`config.mk`:
```
export PLATFORM = sky130hd
export DESIGN_NAME = uart_tx
export DESIGN_NICKNAME = d
export VERILOG_FILES = /design/src/rtl/uart_pkg.sv /design/src/rtl/uart_tx.sv
export SDC_FILE = /design/constraint.sdc
export NUM_CORES = 1
export LEC_CHECK = 0
export CAP_MARGIN = 20
export CORE_ASPECT_RATIO = 1.2
export CORE_MARGIN = 4
export CORE_UTILIZATION = 57
export CTS_CLUSTER_DIAMETER = 100
export DETAILED_ROUTE_END_ITERATION = 7
export PLACE_DENSITY = 0.83
export SYNTH_ARGS = -nofsm -noshare
export SYNTH_HDL_FRONTEND = slang
export SYNTH_SLANG_ARGS = --single-unit
```
`constraint.sdc`:
```
create_clock -name i_clk -period 2.3 [get_ports i_clk]
set_input_delay 0.46 -clock i_clk [delete_from_list [all_inputs] [get_ports i_clk]]
set_output_delay 0.46 -clock i_clk [all_outputs]
set_load 0.02 [all_outputs]
```
`src/rtl/uart_pkg.sv`:
```
// Shared UART definitions: FSM state encoding, oversampling rate and the
// default frame geometry used by the transmitter, receiver and tick generator.
package uart_pkg;

   // Oversampling ticks per bit period.
   localparam int OVS = 16;

   // Default frame geometry shared across the UART datapath.
   localparam int DBIT_DEF    = 8;
   localparam int SB_TICK_DEF = 16;

   typedef enum logic [1:0] {
      IDLE  = 2'b00,
      START = 2'b01,
      DATA  = 2'b10,
      STOP  = 2'b11
   } uart_state_t;

endpackage

```
`src/rtl/uart_tx.sv`:
```
// UART serial transmitter. Accepts one DBIT-wide word per start strobe while
// idle and shifts it out LSB first framed by a start bit and a stop period,
// pacing every bit with the shared 16x oversampling tick.
module uart_tx
   import uart_pkg::*;
#(
   parameter int DBIT    = DBIT_DEF,
   parameter int SB_TICK = SB_TICK_DEF
) (
   input  logic            i_clk,
   input  logic            i_reset,
   input  logic            i_s_tick,
   input  logic            i_tx_start,
   input  logic [DBIT-1:0] i_din,
   output logic            o_tx,
   output logic            o_tx_done_tick,
   output logic            o_busy
);

   // Tick counter must reach both OVS-1 and SB_TICK-1 (up to 31 for 2 stop bits).
   localparam int S_W = ($clog2(SB_TICK) > 4) ? $clog2(SB_TICK) : 4;
   localparam int N_W = $clog2(DBIT);

   localparam logic [S_W-1:0] S_BIT_LAST  = S_W'(OVS - 1);
   localparam logic [S_W-1:0] S_STOP_LAST = S_W'(SB_TICK - 1);
   localparam logic [N_W-1:0] N_LAST      = N_W'(DBIT - 1);

   uart_state_t     state_reg, state_next;
   logic [S_W-1:0]  s_reg, s_next;
   logic [N_W-1:0]  n_reg, n_next;
   logic [DBIT-1:0] b_reg, b_next;
   logic            tx_reg, tx_next;
   logic            done_tick;

   // State, counters, shift register and line register; reset drops any frame in flight.
   always_ff @(posedge i_clk or posedge i_reset) begin
      if (i_reset) begin
         state_reg <= IDLE;
         s_reg     <= '0;
         n_reg     <= '0;
         b_reg     <= '0;
         tx_reg    <= 1'b1;
      end else begin
         state_reg <= state_next;
         s_reg     <= s_next;
         n_reg     <= n_next;
         b_reg     <= b_next;
         tx_reg    <= tx_next;
      end
   end

   // Next-state logic: everything past IDLE advances only on oversampling ticks.
   always_comb begin
      state_next = state_reg;
      s_next     = s_reg;
      n_next     = n_reg;
      b_next     = b_reg;
      unique case (state_reg)
         IDLE: begin
            // A tick coincident with the start is not counted; s starts from 0.
            if (i_tx_start) begin
               b_next     = i_din;
               s_next     = '0;
               state_next = START;
            end
         end
         START: begin
            if (i_s_tick) begin
               if (s_reg == S_BIT_LAST) begin
                  s_next     = '0;
                  n_next     = '0;
                  state_next = DATA;
               end else begin
                  s_next = s_reg + S_W'(1);
               end
            end
         end
         DATA: begin
            if (i_s_tick) begin
               if (s_reg == S_BIT_LAST) begin
                  s_next = '0;
                  b_next = b_reg >> 1;
                  if (n_reg == N_LAST) begin
                     state_next = STOP;
                  end else begin
                     n_next = n_reg + N_W'(1);
                  end
               end else begin
                  s_next = s_reg + S_W'(1);
               end
            end
         end
         STOP: begin
            if (i_s_tick) begin
               if (s_reg == S_STOP_LAST) begin
                  state_next = IDLE;
               end else begin
                  s_next = s_reg + S_W'(1);
               end
            end
         end
         default: begin
            state_next = IDLE;
         end
      endcase
   end

   // Output logic: line level for the next cycle and the end-of-stop done pulse.
   always_comb begin
      tx_next   = 1'b1;
      done_tick = 1'b0;
      unique case (state_reg)
         IDLE:  tx_next = 1'b1;
         START: tx_next = 1'b0;
         DATA:  tx_next = b_reg[0];
         STOP: begin
            tx_next   = 1'b1;
            done_tick = i_s_tick && (s_reg == S_STOP_LAST);
         end
         default: tx_next = 1'b1;
      endcase
   end

   assign o_tx           = tx_reg;
   assign o_tx_done_tick = done_tick;
   assign o_busy         = (state_reg != IDLE);

endmodule

```
==> impl_metrics.tcl <==
set metrics [dict create \
    synth_nets 128 \
    synth_cell_types 35 \
    synth.most_common_cell "dfrtp_1" \
    wl_met1_um 908 \
    stdcell_count 144 \
    rsz0062_at_grt "no" \
    grt_antenna_before_repair 0 \
    path_cells "ha_1 -> and4_4 -> and2_2 -> dlygate4sd2_1" \
    drv_slew 0 \
    ant_nets 0 \
    cp_max_fo 6 \
    cts_htree_levels 1 \
    largest_register_ffs 8 \
    p_leak_nw 0.583 \
    hold-worst-slack_ns 0.521 \
    finalSetupViolCount 0 \
    hold_start "b_reg[0]" \
    power.share.switching_pct 41.0 \
    fillers 116 \
    core_mm2 0.00170 \
    nets 147 \
    via_per_inst 6.29 \
    yosys_warnings 0 \
    grt_overflow_total 0 \
    synth_top_cell_by_area "dfrtp_1" \
    power_frac_comb_pct 52.5 \
    cts_max_path_buffers 2 \
    ys_top_cells_by_area "dfrtp_1 40%, ha_1 9.5%, o22ai_1 5.3%" \
    numClockSinks 18 \
    crit_path_start "s_reg[0]" \
    pwr-share-seq_pct 34.7 \
    clk_pin_slew_worst_paths_ns 0.11 \
    clkPwrFrac_pct 12.9 \
    reg2reg_setup_slack_ns 0.43 \
    diodes 0 \
    synthArstFlopShare_pct 100 \
    syn_inst 108 \
    drc 0 \
    syn_avg_cell_area_um2 9.75 \
    seq_area_frac_synth_pct 42.9 \
    cp_num_buf_inv 1 \
    ys_ff_latch 18 \
    slowest_delay_ns 0.43 \
    initial_core_util_pct 61.9 \
    min_path_cells 2 \
    crit_path_end_kind "output port" \
    status "completed" \
    multi_input_area_um2 552 \
    place.gp.congestion 0.849 \
    grtUsageTotal_pct 20.8 \
    die_w_um 47.2 \
    yosysTopAreaCellShare_pct 40.4 \
    start_kind "flip-flop" \
    synth_common_cells "17 x dfrtp_1, 9 x inv_1, 9 x o22ai_1" \
    met3_wirelength_um 80 \
    drt-wirelength-per-cell_um 15.1 \
    finalInstanceArea_mm2 0.00126 \
    slowest_stage "dfrtp_1" \
    port_buffers 14 \
    cts_hold_buf 0 \
    grt_max_degree 19 \
    dpl-instance-area_mm2 0.00122 \
    place_inst 140 \
    clkLatencyLatePin_ns 0.29 \
    synthToLayoutAreaGrowth_pct 19.6 \
    drt_first_pass_iters 4 \
    die_area_mm2 0.00260 \
    reg2reg_to "b_reg[3]" \
    p_sw_mw 0.625 \
    cp.required_ns 1.84 \
    drt_iter0_markers 15 \
    worstSetupPathType "flip-flop to output port" \
    finalHoldViolations 0 \
    cellPowerDensity_mw_per_mm2 1210 \
    crit_family "flip-flops" \
    period_share_pct 94.7 \
    fin_crit_ns 2.18 \
    vias 906 \
    pin_count 15 \
    cts_made_buffers 3 \
    relSlewSlack_pct 56.2 \
    hpwl_um 1700 \
    regArea_um2 452 \
    grt_pass1_wl_um 3860 \
    min_path_type "flip-flop to flip-flop" \
    worstPathArrival_ns 1.72 \
    die_h_um 55.1 \
    p_int_mw 0.901 \
    synth_edf_count 0 \
    synth_flop_cell "dfrtp_1" \
    highest_layer "met4" \
    max_freq_mhz 459 \
    irDropWorstVdd_mv 0.827 \
    reg2reg_depth 6 \
    root_buffer "clkbuf_4" \
    worstReg2RegStart "state_reg[0]" \
    drt-total-wl_um 2180 \
    layout-drive-gt1-share_pct 11.1 \
    std_cell_rows 16 \
    grt_pass1_vias 918 \
    met2RoutedLength_um 1130 \
    cts_tree "built" \
    holdPathEnd "o_tx" \
    tightest_slew_ns 0.657 \
    synth_area_mm2 0.00105 \
    postCtsSetupBuffers 0 \
    clock_skew_ns 0.00518 \
    maxCapViolations 0 \
    post-route-util_pct 74.0 \
]
[how the worst max path moves through the flow]
stage | endpoint | slack [ns] | cells after the start
global route | o_tx_done_tick | 0.003 | 4
CTS | o_busy | 0.09 | 4
global placement | o_tx_done_tick | -0.06 | 4
floorplan | o_tx_done_tick | 0.63 | 4
finish | o_tx_done_tick | 0.12 | 4
detailed placement | o_tx_done_tick | -0.07 | 4
[worst register-to-register path, delay by kind of cell, from the launching register on]
| family | cells | cell delay [ns] |
|---|---|---|
| compound gates | 2 | 0.24 |
| fa+ha+maj | 1 | 0.44 |
| buf+inv | 1 | 0.12 |
| flops | 1 | 0.43 |
| mux | 1 | 0.34 |
| simple gates | 1 | 0.17 |
[per-layer routing]
metal,up-vias,global-route usage [%]
met2,25,35.9
met1,432,22.5
met5,-,0
met3,9,3.88
li1,440,-
met4,0,13.4
[cell usage in the layout (no fill, tap or decap), types with 2 or more instances in the layout]
cell              n
nor2_1            6
o22ai_1           9
o21ai_0           5
nor3_1            2
a21o_1            2
nand3b_1          2
a21oi_1           8
nand2_1           8
nand4_1           2
clkdlybuf4s50_1  12
dfrtp_1          17
inv_1             9
mux2i_1           2
ha_1              8
nand2b_1          2
clkbuf_4          3
o21ai_1           2
buf_4             3
a22o_1            5
[cell type report]
type	count	share of cell area, %
sequential	18	35.8
timing repair buffer	17	13.0
inverter	9	2.68
clock buffer	4	2.88
multi-input combinational	78	43.8
tap	18	1.79
[what timing repair did]
action                     in CTS  in global routing
cloned                          0                  0
setup endpoints to repair       1                  1
resized for setup               1                  1
hold endpoints to repair        0                  0
[power groups by stage]
stage | Combinational, mW | Clock (mW) | Sequential [mW]
after floorplan | 0.601 | 0 | 0.526
after global placement | 0.769 | 0 | 0.528
after detailed placement | 0.806 | 0 | 0.535
after CTS | 0.807 | 0.198 | 0.529
after global routing | 0.898 | 0.213 | 0.547
final | 0.801 | 0.196 | 0.529
[metrics by stage]
stage | total power [mW] | worst slack, ns | setup TNS [ns]
CTS | 1.53 | 0.0852 | 0
detailed placement | 1.34 | -0.0670 | -0.0670
floorplan | 1.13 | 0.630 | 0
finish | 1.53 | 0.122 | 0
global placement | 1.30 | -0.0585 | -0.0585
global route | 1.66 | 0.00340 | 0
[cell families (layout without fill, tap and decap cells)]
kind of cell | count (synthesis) | count (layout) | share of synthesized area, %
flip-flops | 18 | 18 | 42.9
AND/OR/NAND/NOR | 27 | 27 | 14.1
buffers and inverters | 12 | 30 | 4.75
multiplexers | 4 | 4 | 4.04
adder cells (fa/ha/maj) | 8 | 8 | 9.50
AO/OA/AOI/OAI | 39 | 39 | 24.7
No activity file was read; power rests on OpenSTA's default activity.
